==> config.mk <==
export PLATFORM = sky130hd
export DESIGN_NAME = pc_sequencer
export DESIGN_NICKNAME = d
export VERILOG_FILES = /design/src/rtl/pc_seq_pkg.sv /design/src/rtl/br_resolve.sv /design/src/rtl/pc_sequencer.sv
export SDC_FILE = /design/constraint.sdc
export NUM_CORES = 1
export LEC_CHECK = 0
export ABC_AREA = 1
export CAP_MARGIN = 40
export CORE_MARGIN = 2
export CORE_UTILIZATION = 30
export DETAILED_ROUTE_END_ITERATION = 8
export HOLD_SLACK_MARGIN = 0.08
export PLACE_DENSITY_LB_ADDON = 0.05
export SETUP_SLACK_MARGIN = 0.02
export SYNTH_ARGS = -nofsm -noshare
export SYNTH_HDL_FRONTEND = slang
export SYNTH_SLANG_ARGS = --single-unit
export TNS_END_PERCENT = 1
==> constraint.sdc <==
create_clock -name clk -period 2.1 [get_ports clk]
set_clock_uncertainty 0.2 [all_clocks]
set_input_delay 0.21 -clock clk [delete_from_list [all_inputs] [get_ports clk]]
set_output_delay 0.21 -clock clk [all_outputs]
set_load 0.05 [all_outputs]
==> src/rtl/pc_seq_pkg.sv <==
// Shared types for the program-counter sequencer: branch condition codes,
// sequencer states and the condition evaluator used by the branch resolver.
package pc_seq_pkg;

    typedef enum logic [1:0] {
        ALWAYS = 2'd0,
        Z      = 2'd1,
        NZ     = 2'd2,
        NEG    = 2'd3
    } br_cond_t;

    typedef enum logic [1:0] {
        IDLE = 2'd0,
        LOAD = 2'd1,
        RUN  = 2'd2,
        HALT = 2'd3
    } seq_state_t;

    // True when the branch condition holds for the current ALU flags.
    function automatic logic cond_eval(input br_cond_t cond, input logic flag_z, input logic flag_n);
        logic res;
        case (cond)
            ALWAYS:  res = 1'b1;
            Z:       res = flag_z;
            NZ:      res = ~flag_z;
            NEG:     res = flag_n;
            default: res = 1'b0;
        endcase
        return res;
    endfunction

endpackage

==> src/rtl/br_resolve.sv <==
// Branch resolver: evaluates the condition code against the ALU flags and
// forms the PC-relative target. Purely combinational; the target wraps
// modulo 2^PC_W with no overflow indication.
module br_resolve
    import pc_seq_pkg::*;
#(
    parameter int PC_W  = 9,
    parameter int OFF_W = 6
) (
    input  logic [PC_W-1:0]  i_pc,
    input  logic [OFF_W-1:0] i_off,
    input  br_cond_t         i_cond,
    input  logic             i_flag_z,
    input  logic             i_flag_n,
    output logic             o_cond,
    output logic [PC_W-1:0]  o_target
);

    logic [PC_W-1:0] w_off_ext;

    // Sign-extend the offset to the PC width so a plain add handles both directions.
    assign w_off_ext = {{(PC_W-OFF_W){i_off[OFF_W-1]}}, i_off};
    assign o_target  = i_pc + w_off_ext;
    assign o_cond    = cond_eval(i_cond, i_flag_z, i_flag_n);

endmodule

==> src/rtl/pc_sequencer.sv <==
// Program-counter sequencer: runs one program from a requested entry address
// (IDLE -> LOAD -> RUN -> HALT), drives branch/taken/target to the PC, and
// reports completion, timeout and per-run cycle / taken-branch statistics.
//
// Handshake: req_start is a single-cycle request sampled on posedge clk; it is
// accepted only in IDLE or HALT and ignored in LOAD/RUN. done rises on the edge
// after the last RUN cycle and stays high until the next accepted req_start;
// timeout is meaningful only while done is high.
module pc_sequencer
    import pc_seq_pkg::*;
#(
    parameter int PC_W    = 9,
    parameter int OFF_W   = 6,
    parameter int CNT_W   = 16,
    parameter int MAX_CYC = 4096
) (
    input  logic             clk,
    input  logic             rst_n,
    input  logic             req_start,
    input  logic [PC_W-1:0]  req_addr,
    input  logic [PC_W-1:0]  pc_in,
    input  logic             is_branch,
    input  br_cond_t         br_cond,
    input  logic [OFF_W-1:0] br_off,
    input  logic             flag_z,
    input  logic             flag_n,
    input  logic             halt,
    output logic             start,
    output logic [PC_W-1:0]  start_addr,
    output logic             branch,
    output logic             taken,
    output logic [PC_W-1:0]  target,
    output logic             done,
    output logic             timeout,
    output logic [CNT_W-1:0] cyc_cnt,
    output logic [CNT_W-1:0] tkn_cnt,
    output seq_state_t       dbg_state
);

    // Last RUN cycle allowed before a forced halt; compared against the pre-increment count.
    localparam logic [CNT_W-1:0] LP_LIMIT = CNT_W'(MAX_CYC - 1);

    seq_state_t       r_state;
    seq_state_t       w_next_state;
    logic [PC_W-1:0]  r_start_addr;
    logic             r_done;
    logic             r_timeout;
    logic [CNT_W-1:0] r_cyc_cnt;
    logic [CNT_W-1:0] r_tkn_cnt;

    logic             w_cond;
    logic [PC_W-1:0]  w_target;
    logic             w_run;
    logic             w_accept;
    logic             w_limit;
    logic             w_branch;
    logic             w_taken;

    br_resolve #(
        .PC_W  (PC_W),
        .OFF_W (OFF_W)
    ) u_br_resolve (
        .i_pc     (pc_in),
        .i_off    (br_off),
        .i_cond   (br_cond),
        .i_flag_z (flag_z),
        .i_flag_n (flag_n),
        .o_cond   (w_cond),
        .o_target (w_target)
    );

    assign w_run    = (r_state == RUN);
    assign w_accept = req_start && ((r_state == IDLE) || (r_state == HALT));
    assign w_limit  = (r_cyc_cnt == LP_LIMIT);
    // A halting instruction never branches, even if it also decodes as a branch.
    assign w_branch = w_run && is_branch && !halt;
    assign w_taken  = w_branch && w_cond;

    // State register; reset aborts any run in progress.
    always_ff @(posedge clk or negedge rst_n) begin
        if (!rst_n) begin
            r_state <= IDLE;
        end else begin
            r_state <= w_next_state;
        end
    end

    // Next-state logic; halt takes priority over the cycle limit.
    always_comb begin
        w_next_state = r_state;
        case (r_state)
            IDLE:    if (req_start) w_next_state = LOAD;
            LOAD:    w_next_state = RUN;
            RUN:     if (halt || w_limit) w_next_state = HALT;
            HALT:    if (req_start) w_next_state = LOAD;
            default: w_next_state = IDLE;
        endcase
    end

    // Entry address, completion/timeout status and run statistics.
    always_ff @(posedge clk or negedge rst_n) begin
        if (!rst_n) begin
            r_start_addr <= '0;
            r_done       <= 1'b0;
            r_timeout    <= 1'b0;
            r_cyc_cnt    <= '0;
            r_tkn_cnt    <= '0;
        end else begin
            if (w_accept) begin
                r_start_addr <= req_addr;
                r_done       <= 1'b0;
                r_timeout    <= 1'b0;
            end
            if (r_state == LOAD) begin
                r_cyc_cnt <= '0;
                r_tkn_cnt <= '0;
            end
            if (w_run) begin
                if (r_cyc_cnt != '1) begin
                    r_cyc_cnt <= r_cyc_cnt + 1'b1;
                end
                if (w_taken && (r_tkn_cnt != '1)) begin
                    r_tkn_cnt <= r_tkn_cnt + 1'b1;
                end
                if (halt) begin
                    r_done    <= 1'b1;
                    r_timeout <= 1'b0;
                end else if (w_limit) begin
                    r_done    <= 1'b1;
                    r_timeout <= 1'b1;
                end
            end
        end
    end

    // PC is held at the entry address whenever the sequencer is not running.
    assign start      = !w_run;
    assign start_addr = r_start_addr;
    assign branch     = w_branch;
    assign taken      = w_taken;
    assign target     = w_run ? w_target : pc_in;
    assign done       = r_done;
    assign timeout    = r_timeout;
    assign cyc_cnt    = r_cyc_cnt;
    assign tkn_cnt    = r_tkn_cnt;
    assign dbg_state  = r_state;

endmodule

======== After elaboration in Yosys (flattened, before gate mapping) ========
Index checks and enable logic that the tools add are counted.
cells by class
  bitwise operators ....................... 1
  $add $sub $neg .......................... 3
  mux-type cells .......................... 19
  reduce and logical (&&, ||, !) cells .... 13
  equality and inequality tests ........... 11
operators with widths
  cell                                                                     count
  16-bit 2-to-1 mux                                                        6
  16-bit by 1-bit adder with 16-bit output, second input constant          2
  16-bit inequality test, second input constant                            2
  16-bit by 12-bit == test with 1-bit output, second input constant        1
  9-bit adder                                                              1
  9-bit 2-to-1 mux                                                         1
  2-bit == test, second input constant                                     4
  1-bit 2-to-1 mux                                                         8
  2-bit case mux with 3 select lines                                       1
  1-bit logical AND                                                        5
  2-bit by 1-bit == test with 1-bit output, second input constant          2
  2-bit zero test                                                          2
  2-bit 2-to-1 mux                                                         2
  2-bit by 1-bit inequality test with 1-bit output, second input constant  2
  1-bit case mux with 4 select lines                                       1
  1-bit zero test                                                          2
  1-bit logical OR                                                         2
  2-bit AND reduction                                                      1
  2-bit OR reduction                                                       1
  1-bit inverter                                                           1
storage, ports and cells
  logic and storage cells ................. 53
  output and inout port bits .............. 57
  bits of input ports ..................... 33
  flip-flop bits (word level) ............. 45

======== Longest topological paths before layout ========
Gate-level depths: netlist of the first run.
  depth in word-level cells ............... 7
  depth in mapped cells ................... 12
  depth with buffers taken out ............ 10

======== Cells and area by module ========
From an unflattened synthesis of the first run, not the netlist that was laid out.
second synthesis, totals
  cell total of the unflattened synthesis .. 434
  area total of the unflattened synthesis .. 3174.3 sq um
by module, submodules not included
  module        area an instance (sq um)  sequential area each (sq um)  times used  cells each
  pc_sequencer  2737.6                    1126.1                        1           359
  br_resolve    436.7                     0.0                           1           75

======== Worst setup path after synthesis of the first run ========
Ideal clock, no wire load.
  path type ............................... register to output
  from .................................... register r_state[1], in the netlist dbg_state[1]
  to ...................................... output target[1]
  required time ........................... 1.690 ns
  path slack .............................. -1.012 ns
  cell stages (with the launch flop) ...... 6
  buffers on the path ..................... 2
  arrival time ............................ 2.702 ns
  cell sequence ........................... dfrtp_1 > ha_1 > buf_2 > inv_1 > clkbuf_1 > o21ai_0
on the way
  longest elaborated chain between the ends .. 2
RTL lines
  element                 line                 source
  start, declared         pc_sequencer.sv:43   seq_state_t r_state;
  start signal, assigned  pc_sequencer.sv:84   r_state <= w_next_state;
  2-bit == test           pc_sequencer.sv:72   assign w_run = (r_state == RUN);
  9-bit 2-to-1 mux        pc_sequencer.sv:141  assign target = w_run ? w_target : pc_in;
  end, declared           pc_sequencer.sv:32   output logic [PC_W-1:0] target,
Every way passes these cells.

======== Worst setup path after layout of the first run ========
  from .................................... register r_cyc_cnt[5], in the netlist cyc_cnt[5]
  to ...................................... output cyc_cnt[5]
RTL lines
  element                 line                 source
  start, declared         pc_sequencer.sv:48   logic [CNT_W-1:0] r_cyc_cnt;
  start signal, assigned  pc_sequencer.sv:120  r_cyc_cnt <= r_cyc_cnt + 1'b1;
  end, declared           pc_sequencer.sv:35   output logic [CNT_W-1:0] cyc_cnt,
No word-level cell between the ends.

==> metrics.txt, run 1 <==
worst path cell trace clkdlybuf4s50_1; period utilisation layout 96.5%; final setup TNS 0 ns; Critical-path top delay cell clkdlybuf4s50_1; Yosys cell types 32; io pins 90; R2R depth 11; clk buf depth 2; vias in the first global route 3034; CP endpoint kind output port; first-pass detailed-route iteration total 4; leak pwr 0.00233 uW; RSZ-0062 raised after global routing true; cell count after synthesis 429; Remaining DRCs 0; Max Slew Vio Count 0; Core Box Area 10200 um2; delay-heaviest family, CP buffers and inverters; Nets 588; worst rel slew slack 59.8%; largest area contributor in the netlist dfrtp_1; post-place setup slack -0.500 ns; Routability Congestion around 0.82; Final min period 2.03 ns; syn avg cell area 7.22 um2; FF+latch count, synth 45; final worst-path setup slack around 0.074 ns; Root Driver clkbuf_8; Worst Setup Start Kind flip-flop; Worst R2R Start cyc_cnt[1]; Synth Flop Type dfrtp_1; global route overflow 0; crit-path max cell delay 0.84 ns; Sink Count between 40 and 50; WP buf/inv 1; flop2flop setup slack between 0.2 and 0.25 ns; most common cell after layout, fill and taps aside nand2_1; critical path type flip-flop to output port; slew of the pin with the lowest slew margin a little over 0.6 ns; initial antenna violation count 0; WP data arrival 1.62 ns; Worst VDD drop between 0.0008 and 0.0009 V; die footprint ~11000 um2; IO buf count 89; DRT iter0 DRCs 88; Synth top area share 36.3%; dpl cells 667; Tot GR Track Use 15.5%; Via-to-Cell Ratio roughly 4.6; crit path max fanout 5; dpl cell area 4410 um2; # rows 37; final setup fails 0; Vias between 3000 and 4000; largest cells by area after synthesis dfrtp_1 36%, nand2_1 19%, nand3_1 8.6%, ha_1 5.3%, inv_1 4.0%; Peak Freq 494 MHz; post-synthesis sequential area ratio 36.3%; final hold violations 0; area delta synth->final 51.7%; H-tree Lvls 2; CTS Buf Count 5; hpwl dp 6.38 mm; fraction of layout cells with a size suffix above 1 20.8%; Synth Warn # 0; status finished clean; Clock transition at path regs 0.11 ns; Post-synth EDFFs 0; Initial Util 30.4%; CP required around 1.7 ns; PwrDens slightly above 1000 nW/um2; remaining antenna violation count after routing 0; final std cells w/o fill 678; design area 4700 um2; CTS tree yes; Ant. Diodes 0; Async SR Flop Fraction 100%; first-pass GRT wire length roughly 14 mm; Die Height 106 um; MaxCap Viol Count 0; drt wl/cell 12.5 um; most frequent cells in the layout 146 x nand2_1, 53 x nand3_1, 52 x clkdlybuf4s50_1; mapped cell area 3100 um2; largest net degree at the start of global routing 24; fin util 46.1%; final WL between 8 and 9 mm; Clock Latency Late Sink approximately 0.31 ns; die width 106 um; FF-to-FF End cyc_cnt[14]; Net Count, Synth 476; worst hold-check path type primary input to asynchronous set/reset pin
## flip-flops by register name, indices dropped and copies added, names as in the netlist
register    cells
cyc_cnt        16
dbg_state       2
done            1
start_addr      9
timeout         1
tkn_cnt        16
## what timing repair did
| action | in CTS | in global routing |
|---|---|---|
| setup endpoints to repair | 11 | 28 |
| pin swaps | 10 | 2 |
| hold buffers | 1 | 0 |
| buffers inserted | 1 | 1 |
| hold endpoints to repair | 20 | 0 |
| resized for setup | 45 | 18 |
| gates cloned | 0 | 0 |
## stage by stage
step	hold slack (ns)	power, uW
6_report	0.244	4750
5_1_grt	0.289	5030
4_1_cts	0.270	4770
3_5_place_dp	0.0681	4080
3_3_place_gp	0.0707	4060
2_1_floorplan	-0.286	3000
## how the worst max path moves through the flow
stage,from,depth (start not counted),slack [ns],end
after floorplan,dbg_state[0],6,-0.06,target[1]
after CTS,br_off[4],9,0.01,target[7]
after global routing,pc_in[1],11,-0.02,target[7]
after detailed placement,pc_in[0],12,-0.50,target[8]
after global placement,pc_in[0],12,-0.48,target[8]
final,cyc_cnt[5],1,0.07,cyc_cnt[5]
## layer usage
| layer | wire, um | track usage (%) | vias up |
|---|---|---|---|
| met3 | 295 | 2.16 | 8 |
| li1 | - | - | 1606 |
| met4 | 131 | 4.04 | 0 |
| met5 | 0 | 0 | - |
| met2 | 4200 | 27.2 | 63 |
| met1 | 3860 | 19.9 | 1459 |
## kinds of logic after synthesis
logic type                 share of synthesized area [%]
and+or+nand+nor                                     36.9
AOI/OAI and AO/OA                                   4.73
adders and majority gates                           5.90
buffers and inverters                               6.34
DFF                                                 36.3
xor gates and xnor gates                            6.50
muxes                                               3.27
## synth_stat cells, types with 7 or more instances
| cell type | instances |
|---|---|
| nand2_1 | 157 |
| nand3_1 | 53 |
| dfrtp_1 | 45 |
| inv_1 | 33 |
| nor2_1 | 32 |
| ha_1 | 13 |
| o21ai_0 | 12 |
| xor2_1 | 12 |
| xnor2_1 | 11 |
| mux2_2 | 9 |
| clkbuf_1 | 8 |
| a21oi_1 | 7 |
## power breakdown
part	switching, uW	internal (uW)	total [uW]
sequential	150	1050	1200
clock	352	241	593
combinational	1830	1130	2960
total	2330	2420	4750
## final cells by class
type / count / area [um2]
inverters: 35 / 139
clock inverters: 3 / 25.0
flip-flops and latches: 45 / 1130
fillers: 1058 / 5490
clock buffers: 5 / 68.8
multi-input cells: 337 / 1970
well taps: 136 / 170
repair buffers: 117 / 1190
(Power assumes the default switching activity.)
==> run 2: changes to the inputs <==
--- a/config.mk
+++ b/config.mk
@@ -12,7 +12,6 @@
 export DETAILED_ROUTE_END_ITERATION = 8
 export HOLD_SLACK_MARGIN = 0.08
 export PLACE_DENSITY_LB_ADDON = 0.05
-export SETUP_SLACK_MARGIN = 0.02
 export SYNTH_ARGS = -nofsm -noshare
 export SYNTH_HDL_FRONTEND = slang
 export SYNTH_SLANG_ARGS = --single-unit
==> metrics.txt, run 2 (synthesized netlist as in run 1, its figures left out) <==
worst hold-check path type primary input to asynchronous set/reset pin; Initial Util 30.4% (unchanged); PwrDens 1010 nW/um2 (+0.20%); post-place setup slack -0.500 ns (unchanged); CP required 1.69 ns (about the same); critical path type primary input to output port; crit path max fanout 3 (-2); Clock transition at path regs 0.10 ns (about the same); status finished clean; Worst VDD drop 0.000805 V (about the same); clk buf depth 2 (unchanged); H-tree Lvls 2 (unchanged); leak pwr 0.00229 uW (-1.5%); CTS Buf Count 5 (unchanged); Levels on crit path 9 (+8); period utilisation layout 99.1% (+2.6 points); most frequent cells in the layout 147 x nand2_1, 55 x clkdlybuf4s50_1, 52 x nand3_1; Root Driver clkbuf_8; # rows 37 (unchanged); final std cells w/o fill 677 (-0.15%); Nets 587 (-0.17%); area delta synth->final 50.8%; io pins 90 (unchanged); hpwl dp 6.38 mm (unchanged); R2R depth 10 (-1); largest net degree at the start of global routing 24 (unchanged); final setup fails 0 (unchanged); most common cell after layout, fill and taps aside nand2_1; initial antenna violation count 0 (unchanged); CTS tree yes; die footprint 11200 um2 (unchanged); WP data arrival 1.67 ns (+0.05 ns); Critical-path top delay cell clkdlybuf4s50_1; die width 106 um (unchanged); Clock Latency Late Sink 0.31 ns (about the same); CP endpoint kind output port; slew of the pin with the lowest slew margin 0.601 ns (-0.00191 ns); Crit. Startpoint pc_in[7]; RSZ-0062 raised after global routing true; IO buf count 89 (unchanged); delay-heaviest family, CP buffers and inverters; DRT iter0 DRCs 75 (-15%); WP buf/inv 2 (+1); Peak Freq 481 MHz (-2.6%); final WL 8.48 mm (about the same); Die Height 106 um (unchanged); final worst-path setup slack 0.0197 ns (-0.0541 ns); fin util 45.9% (-0.26 points); worst path cell trace clkdlybuf4s50_1 > ha_1 > a21oi_1 > o21a_1 > nand2_1 > nand2_1 > nand3_2 > nand2_2 > buf_12; Vias 3127 (-0.29%); drt wl/cell 12.5 um (about the same); Sink Count 45 (unchanged); Via-to-Cell Ratio 4.62 (-0.14%); dpl cells 667 (unchanged); first-pass GRT wire length 14.1 mm (-0.39%); first-pass detailed-route iteration total 4 (unchanged); crit-path max cell delay 0.43 ns (-0.41 ns); Max Slew Vio Count 0 (unchanged); remaining antenna violation count after routing 0 (unchanged); vias in the first global route 3026 (-0.26%); Ant. Diodes 0 (unchanged); Remaining DRCs 0 (unchanged); global route overflow 0 (unchanged); Worst Setup Start Kind primary input; final hold violations 0 (unchanged); Final min period 2.08 ns (+0.0541 ns); fraction of layout cells with a size suffix above 1 20.5% (-0.33 points); Worst R2R Start cyc_cnt[1]; MaxCap Viol Count 0 (unchanged); Core Box Area 10200 um2 (unchanged); Routability Congestion 0.818 (unchanged); Worst path most repeated cell nand2_1; Tot GR Track Use 15.5% (-0.026 points); worst rel slew slack 59.9% (+0.13 points)
## run 2: metrics by stage
stage | cell area, um2 | hold slack (ns) | power, uW | TNS, ns
finish | 4670 | 0.247 | 4730 | 0
global route | 4670 | 0.289 | 5020 | -0.0320
CTS | 4640 | 0.270 | 4770 | -0.0272
detailed placement | 4410 | 0.0681 | 4080 | -2.17
global placement | 4410 | 0.0707 | 4060 | -2.02
floorplan | 3170 | -0.286 | 3000 | -0.773
## run 2: area by class of cell
cell class / instances / area [um2]
fillers: 1059 / 5510
multi-input cells: 337 / 1960
repair buffers: 116 / 1180
flip-flops and latches: 45 / 1130
well taps: 136 / 170
inverters: 35 / 139
clock buffers: 5 / 68.8
clock inverters: 3 / 25.0
## run 2: metal layers
| layer | GRT usage, % | share of wire, % |
|---|---|---|
| met5 | 0 | 0 |
| met4 | 4.04 | 1.2 |
| met1 | 19.9 | 46 |
| met3 | 2.16 | 3.0 |
| met2 | 27.1 | 49 |
## run 2: where the power goes
part           total [uW]  internal (uW)  switching (uW)
clock                 592            241             350
sequential           1190           1050             149
combinational        2950           1120            1830
## run 2: repair_timing
item | 4_1_cts | 5_1_grt
hold endpoints to repair | 20 | 0
endpoints found under the setup margin | 10 | 25
gates resized for setup | 40 | 18
pin swaps | 9 | 6
buffers inserted | 1 | 0
hold buffers | 1 | 0
## run 2: path summary, 6_finish.rpt
kind / endpoint / slack (ns)
max: target[8] / 0.02
min: cyc_cnt[12] / 0.25
max reg2reg: cyc_cnt[15] / 0.24
min reg2reg: start_addr[4] / 0.31
max in group asynchronous: dbg_state[0] / 0.84
min in group clk: start_addr[0] / 0.30
